<file path="config.mk">
export PLATFORM = sky130hd
export DESIGN_NAME = gpr_writeback
export DESIGN_NICKNAME = d
export VERILOG_FILES = /design/src/rtl/gpr_writeback.sv
export SDC_FILE = /design/constraint.sdc
export NUM_CORES = 1
export LEC_CHECK = 0
export ABC_CLOCK_PERIOD_IN_PS = 5300
export CORE_MARGIN = 1.5
export CORE_UTILIZATION = 35
export DETAILED_ROUTE_END_ITERATION = 7
export MAX_ROUTING_LAYER = met4
export PLACE_DENSITY = 0.59
export SYNTH_ARGS = -nofsm -noshare
export SYNTH_HDL_FRONTEND = slang
export SYNTH_SLANG_ARGS = --single-unit
</file>
<file path="constraint.sdc">
create_clock -name clk -period 5.3 [get_ports clk]
set_input_delay 0.795 -clock clk [delete_from_list [all_inputs] [get_ports clk]]
set_output_delay 0.795 -clock clk [all_outputs]
set_load 0.02 [all_outputs]
</file>
<file path="src/rtl/gpr_writeback.sv">
// gpr_writeback: merges single-cycle ALU results and buffered LSU load
// results onto the single GPR write port, and tracks outstanding loads in
// a per-register busy mask.
// Optional feature macro: WB_BYPASS_EN -- an LSU beat arriving into an empty
// FIFO during an ALU-idle cycle skips the FIFO and is written with latency 1.
module gpr_writeback #(
  parameter int GPR_BITS       = 64,
  parameter int GPR_ID_BITS    = 5,
  parameter int LSU_FIFO_DEPTH = 4
) (
  input  logic                        clk,
  input  logic                        rst,
  input  logic                        alu_valid,
  input  logic [GPR_ID_BITS-1:0]      alu_id,
  input  logic [GPR_BITS-1:0]         alu_val,
  input  logic                        lsu_valid,
  output logic                        lsu_ready,
  input  logic [GPR_ID_BITS-1:0]      lsu_id,
  input  logic [GPR_BITS-1:0]         lsu_val,
  input  logic                        issue_valid,
  input  logic [GPR_ID_BITS-1:0]      issue_id,
  output logic [(1<<GPR_ID_BITS)-1:0] busy_mask,
  output logic                        we,
  output logic [GPR_ID_BITS-1:0]      write_id,
  output logic [GPR_BITS-1:0]         write_val
);

  localparam int NREG = 1 << GPR_ID_BITS;
  localparam int AW   = $clog2(LSU_FIFO_DEPTH);
  localparam logic [AW:0]   CNT_FULL = LSU_FIFO_DEPTH[AW:0];
  localparam logic [AW:0]   CNT_ONE  = 1;
  localparam logic [AW-1:0] PTR_ONE  = 1;

  // Load-result FIFO storage and control
  logic [GPR_ID_BITS-1:0] fifo_id  [LSU_FIFO_DEPTH];
  logic [GPR_BITS-1:0]    fifo_val [LSU_FIFO_DEPTH];
  logic [AW-1:0]          rd_ptr, wr_ptr;
  logic [AW:0]            count;

  // Arbitration results for the write stage
  logic                   lsu_push, byp, fifo_push, fifo_pop;
  logic                   win_vld_p0, win_lsu_p0;
  logic [GPR_ID_BITS-1:0] win_id_p0;
  logic [GPR_BITS-1:0]    win_val_p0;
  logic [NREG-1:0]        busy_nxt;

  // Ready depends only on FIFO occupancy, never on lsu_valid.
  assign lsu_ready = (count != CNT_FULL);

  // Accept/bypass decision, fixed-priority write arbitration, busy-mask next state
  always_comb begin
    lsu_push = lsu_valid && lsu_ready;
    byp      = 1'b0;
`ifdef WB_BYPASS_EN
    byp      = lsu_push && (count == '0) && !alu_valid;
`else
    byp      = 1'b0;
`endif
    fifo_push = lsu_push && !byp;
    fifo_pop  = !alu_valid && (count != '0);

    win_vld_p0 = 1'b0;
    win_lsu_p0 = 1'b0;
    win_id_p0  = '0;
    win_val_p0 = '0;
    if (alu_valid) begin
      win_vld_p0 = 1'b1;
      win_id_p0  = alu_id;
      win_val_p0 = alu_val;
    end else if (fifo_pop) begin
      win_vld_p0 = 1'b1;
      win_lsu_p0 = 1'b1;
      win_id_p0  = fifo_id[rd_ptr];
      win_val_p0 = fifo_val[rd_ptr];
    end else if (byp) begin
      win_vld_p0 = 1'b1;
      win_lsu_p0 = 1'b1;
      win_id_p0  = lsu_id;
      win_val_p0 = lsu_val;
    end

    // Clear first so that a same-cycle set on the same bit wins.
    busy_nxt = busy_mask;
    if (win_vld_p0 && win_lsu_p0)
      busy_nxt[win_id_p0] = 1'b0;
    if (issue_valid && (issue_id != '0))
      busy_nxt[issue_id] = 1'b1;
  end

  // FIFO entry storage; stale contents are harmless once pointers reset
  always_ff @(posedge clk) begin
    if (fifo_push) begin
      fifo_id[wr_ptr]  <= lsu_id;
      fifo_val[wr_ptr] <= lsu_val;
    end
  end

  // FIFO pointers/count and busy mask
  always_ff @(posedge clk) begin
    if (rst) begin
      rd_ptr    <= '0;
      wr_ptr    <= '0;
      count     <= '0;
      busy_mask <= '0;
    end else begin
      if (fifo_push)
        wr_ptr <= wr_ptr + PTR_ONE;
      if (fifo_pop)
        rd_ptr <= rd_ptr + PTR_ONE;
      case ({fifo_push, fifo_pop})
        2'b10:   count <= count + CNT_ONE;
        2'b01:   count <= count - CNT_ONE;
        default: count <= count;
      endcase
      busy_mask <= busy_nxt;
    end
  end

  // ---- stage p0 -> registered GPR write port ----
  // Register the winning write; id 0 is consumed but never enabled
  always_ff @(posedge clk) begin
    if (rst) begin
      we        <= 1'b0;
      write_id  <= '0;
      write_val <= '0;
    end else begin
      we <= win_vld_p0 && (win_id_p0 != '0);
      if (win_vld_p0) begin
        write_id  <= win_id_p0;
        write_val <= win_val_p0;
      end
    end
  end

endmodule
</file>
==> impl_metrics.yaml, run 1 <==
pwr:
  p_leak_nw: 6.34
  power_mw: 9.04
  power_per_cell_area_nw_per_um2: 464
  ir_drop_uv: 276
floorplanning:
  core_area_um2: 42100
  die_area_um2: 44100
  die_w_um: 210
  io_pins: 251
  die_h_um: 210
  start_util_pct: 35.6
  std_cell_rows: 75
worst_setup_path:
  worstSetupPathType: "reg -> reg"
  cp-start-kind: "flip-flop"
  setup.worst_path.end_class: "flip-flop"
  critical_path.max_fanout: 39
  required_ns: 5.71
  cp.arrival_ns: 3.34
synth:
  synth_cell_types: 36
  netlist_area_um2: 15000
  synthCells: 1018
  synth_ff_type: "edfxtp_1"
  synth_async_sr_flop_share_pct: 0
  ys_ff_latch: 387
  yosysSeqAreaShare_pct: 70.1
  synth_edf_count: 276
  syn_avg_cell_area_um2: 14.7
  synth_warnings: 0
  syn_nets: 1172
grt:
  grt_max_degree: 73
  antenna_found_initial: 4
  grt-ovfl-total: 0
  grtUsageTotal_pct: 17.5
  grt_pass1_vias: 9750
  grt_pass1_wl_um: 57300
sta:
  worst-slew-pin-transition_ns: 1.03
  max_freq_mhz: 341
  rsz0062_at_grt: "no"
  finalSetupTns_ns: 0
  period_share_pct: 55.3
  hold_viol_final: 0
  skew_ns: 0.0127
  max_slew_margin_pct: 30.8
  min_period_ns: 2.93
  finalSetupViolations: 0
  maxSlewViolCount: 0
cts:
  cts_tree: "done"
  htree_levels: 2
  clock_path_buffers: 3
  clk_pin_slew_ns: 0.06
  cts.repair.resized: 0
  cts_made_buffers: 43
  cts_hold_buf: 0
  root_buffer: "clkbuf_16"
  cts_setup_buffers: 0
  worstSkewPairLatency_ns: 0.56
  cts_sinks: 387
place:
  io_buffers: 250
  hpwl_um: 23300
  place_congestion: 0.806
routing:
  first_pass_iters: 5
  vias_per_cell: 5.08
  routedWlPerCell_um: 20.2
  drtIter0Drc: 603
  wirelength_um: 37200
  final_antenna_net_count: 0
  drc: 0
  num_vias: 9341
cells_and_area:
  area_growth_pct: 29.9
  final_nets: 1412
  fill_cells: 3661
  layout-drive-gt1-share_pct: 12.5
min_path:
  hp-class: "reg -> reg"
outcome:
  status: "finished, final reports clean"
run:
  cap_violations: 0
## cell type report
type                       instances  area [um^2]  area share (%)
tap                              539          674            3.46
clock inverter                    20          267            1.37
antenna                            5         12.5          0.0642
clock buffer                      60         1190            6.11
multi-input combinational        556         4200            21.6
sequential                       387        10500            54.0
inverter                           9         36.3           0.186
timing repair buffer             261         2580            13.3
## where the power goes
| group | switching (mW) | internal (mW) | total [mW] |
|---|---|---|---|
| logic | 1.20 | 0.941 | 2.14 |
| registers | 0.221 | 3.62 | 3.84 |
| clock network | 1.19 | 1.87 | 3.06 |
| total | 2.61 | 6.43 | 9.04 |
## metrics by stage
stage | utilization [%] | worst slack, ns | std cells | hold slack [ns] | cell area [um^2]
final | 46.2 | 2.37 | 1837 | 0.465 | 19500
after global routing | 46.2 | 2.15 | 1836 | 0.484 | 19500
after CTS | 46.2 | 2.30 | 1832 | 0.472 | 19500
after detailed placement | 42.8 | 2.15 | 1752 | 0.464 | 18000
after global placement | 42.8 | 2.18 | 1752 | 0.458 | 18000
after floorplan | - | 2.41 | 1018 | 0.469 | 15000
## flip-flops by register name, indices dropped and copies added (netlist names), named ones only
name       cells
busy_mask     32
count          3
fifo_id       20
fifo_val     256
rd_ptr         2
we             1
wr_ptr         2
write_id       5
write_val     64
## cell families after synthesis
logic type | count (synthesis) | share of synthesized area, %
AOI/OAI and AO/OA | 121 | 6.43
xor gates and xnor gates | 5 | 0.292
adders and majority gates | 6 | 0.551
buffers and inverters | 75 | 2.11
DFF | 387 | 70.1
muxes | 72 | 10.8
and+or+nand+nor | 352 | 9.74
## per-layer routing
| layer | vias to the layer above | global-route usage, % | wire length [um] |
|---|---|---|---|
| met5 | - | - | 0 |
| met4 | 0 | 5.71 | 759 |
| met3 | 48 | 3.29 | 1960 |
| met2 | 227 | 28.2 | 18100 |
| met1 | 4686 | 22.4 | 16300 |
| li1 | 4380 | - | - |
## Yosys cell counts (7+ instances only)
cell | n | share of area (%)
edfxtp_1 | 276 | 55
nor2_1 | 161 | 4.0
nand2_1 | 146 | 3.7
dfxtp_1 | 111 | 15
a311oi_1 | 74 | 4.3
mux4_2 | 72 | 11
clkbuf_1 | 46 | 1.2
a211oi_1 | 24 | 1.2
buf_2 | 13 | 0.43
nand2b_1 | 13 | 0.54
inv_1 | 9 | 0.23
a21oi_1 | 7 | 0.23
## critical path: stages, from the launching register on
cell,delay (ns)
dfxtp_4,0.83
buf_4,0.78
mux4_2,0.43
o32ai_1,0.52
a311oi_1,0.19
## cells in the final DEF (no fill, tap or decap), types with 2 or more instances in the layout
master / instances
edfxtp_1: 276
clkdlybuf4s50_1: 249
nor2_1: 161
nand2_1: 146
dfxtp_1: 109
a311oi_1: 74
mux4_2: 72
clkbuf_16: 44
a211oi_1: 24
nand2b_1: 13
clkbuf_1: 13
buf_4: 12
inv_1: 8
a21oi_1: 7
clkinv_2: 6
bufinv_16: 6
diode_2: 5
nand3_1: 5
o22ai_1: 5
nand3b_1: 5
o21ai_0: 5
ha_1: 5
and3_4: 4
or3b_2: 4
or4_1: 4
clkinv_1: 4
xor2_1: 3
clkbuf_8: 3
or4b_1: 2
or3_1: 2
o32ai_1: 2
xnor2_1: 2
o31a_1: 2
o21ai_1: 2
dfxtp_4: 2
inv_6: 2
## worst paths after layout
| check | cells after the start | startpoint | endpoint | slack, ns |
|---|---|---|---|---|
| worst max-delay path | 4 | flip-flop | busy_mask[8] | 2.37 |
| worst max register to register | 4 | flip-flop | busy_mask[8] | 2.37 |
| worst min register to register | 2 | busy_mask[0] | busy_mask[0] | 0.47 |
| worst min-delay path | 2 | busy_mask[0] | busy_mask[0] | 0.47 |
(Power assumes the default switching activity.)
==> inputs of run 2 (changes only) <==
--- a/config.mk
+++ b/config.mk
@@ -5,7 +5,7 @@
 export SDC_FILE = /design/constraint.sdc
 export NUM_CORES = 1
 export LEC_CHECK = 0
-export ABC_CLOCK_PERIOD_IN_PS = 5300
+export ABC_CLOCK_PERIOD_IN_PS = 2750
 export CORE_MARGIN = 1.5
 export CORE_UTILIZATION = 35
 export DETAILED_ROUTE_END_ITERATION = 7
==> constraint.sdc (replaced) <==
create_clock -name clk -period 2.75 [get_ports clk]
set_input_delay 0.4125 -clock clk [delete_from_list [all_inputs] [get_ports clk]]
set_output_delay 0.4125 -clock clk [all_outputs]
set_load 0.02 [all_outputs]
==> impl_metrics.yaml, run 2 (same netlist as run 1, synthesis figures left out) <==
sta:
  period_share_pct: 89.5
  min_period_ns: 2.46
  rsz0062_at_grt: "no"
  worst-slew-pin-transition_ns: 0.701
  skew_ns: 0.0153
  maxSlewViolCount: 0
  finalSetupViolations: 0
  max_slew_margin_pct: 53.3
  fin_hold_ws_ns: 0.357
  finalSetupTns_ns: 0
  setup_ws_ns: 0.288
  max_freq_mhz: 406
  hold_viol_final: 0
routing:
  drc: 0
  drtIter0Drc: 483
  wl_met2_um: 18200
  wirelength_um: 36600
  vias_per_cell: 5.09
  first_pass_iters: 5
  dr.max_layer_used: "met4"
  num_vias: 9395
  met1Wirelength_um: 15900
  final_antenna_net_count: 0
  wl_met3_um: 1720
  routedWlPerCell_um: 19.8
floorplanning:
  die_area_um2: 44100
  io_pins: 251
  core_area_um2: 42100
  std_cell_rows: 75
  start_util_pct: 35.6
  die_w_um: 210
  die_h_um: 210
worst_setup_path:
  reg2regPathDepth: 9
  cp-start-kind: "flip-flop"
  critical_path.max_fanout: 6
  worstSetupPathType: "reg -> reg"
  setup.worst_path.end_class: "flip-flop"
  cp.arrival_ns: 2.95
  required_ns: 3.23
cts:
  worstSkewPairLatency_ns: 0.55
  cts_setup_buffers: 0
  root_buffer: "clkbuf_16"
  htree_levels: 2
  clock_path_buffers: 3
  cts_tree: "done"
  cts_made_buffers: 43
  cts_sinks: 387
  cts_hold_buf: 0
  clk_pin_slew_ns: 0.06
  cts.repair.resized: 0
place:
  io_buffers: 250
  pre_cts_ws_ns: 0.237
  hpwl_um: 23600
  place_congestion: 0.809
cells_and_area:
  largest-register: "fifo_val"
  area_growth_pct: 31.1
  final_common_cell: "edfxtp_1"
  reg.largest.list: "fifo_val: 256 flops, write_val: 64 flops, busy_mask: 32 flops"
  layout_common_cells: "276 x edfxtp_1, 249 x clkdlybuf4s50_1, 161 x nor2_1"
  layout-drive-gt1-share_pct: 13.4
  largest_reg_flops: 256
  fill_cells: 3726
  fin_util_pct: 46.7
  final_nets: 1422
pwr:
  p_switching_mw: 5.05
  ir_drop_uv: 482
  swShare_pct: 29.2
  power_per_cell_area_nw_per_um2: 881
  clkPwrFrac_pct: 32.8
  p_leak_nw: 6.42
  p_int_mw: 12.3
  power_mw: 17.3
  p_comb_share_pct: 25.3
  pwr-share-seq_pct: 41.9
grt:
  grt-ovfl-total: 0
  grtUsageTotal_pct: 17.4
  grt_max_degree: 73
  grt_pass1_wl_um: 57200
  grt_pass1_vias: 9861
  antenna_found_initial: 3
min_path:
  holdPathStages: 2
  hp-class: "in -> reg"
outcome:
  status: "finished, final reports clean"
run:
  cap_violations: 0
==> run 2: per-layer routing <==
metal	vias to the layer above	global-route usage, %
li1	4383	-
met1	4731	21.9
met2	218	28.4
met3	63	3.19
met4	0	5.83
met5	-	-
==> run 2: path summary, 6_finish.rpt <==
path                 from      endpoint  slack [ns]
min reg2reg  busy_mask[0]  busy_mask[0]        0.47
max reg2reg      count[2]      count[2]        0.29
max              count[2]      count[2]        0.29
min                   rst     wr_ptr[0]        0.36
==> run 2: power groups by stage <==
stage                     Sequential [mW]  Clock [mW]  Combinational, mW
after CTS                            7.27        5.86               4.50
after global routing                 7.33        6.07               4.78
after global placement               7.35           0               4.46
after detailed placement             7.38           0               4.49
after floorplan                      7.55           0               2.55
final                                7.26        5.69               4.38
==> run 2: through the flow <==
stage          instance area [um^2]  instances
2_1_floorplan                 15000       1018
3_3_place_gp                  18200       1762
3_5_place_dp                  18200       1762
4_1_cts                       19700       1842
5_1_grt                       19700       1845
6_report                      19700       1845
==> run 2: area by class of cell <==
type	count	area, um^2	area share, %
timing repair buffer	271	2810	14.3
clock inverter	16	155	0.789
tap	539	674	3.43
multi-input combinational	556	4200	21.4
clock buffer	64	1270	6.44
inverter	9	36.3	0.185
antenna	3	7.51	0.0382
sequential	387	10500	53.5
==> run 2: worst max-delay path: stages (launching register included) <==
cell and delay (ns):
dfxtp_1 0.38, or3b_1 0.46, and2_1 0.23, inv_1 0.08
ha_1 0.19, inv_1 0.06, fa_1 0.37, xor2_1 0.16
or3_1 0.31, a21oi_1 0.14
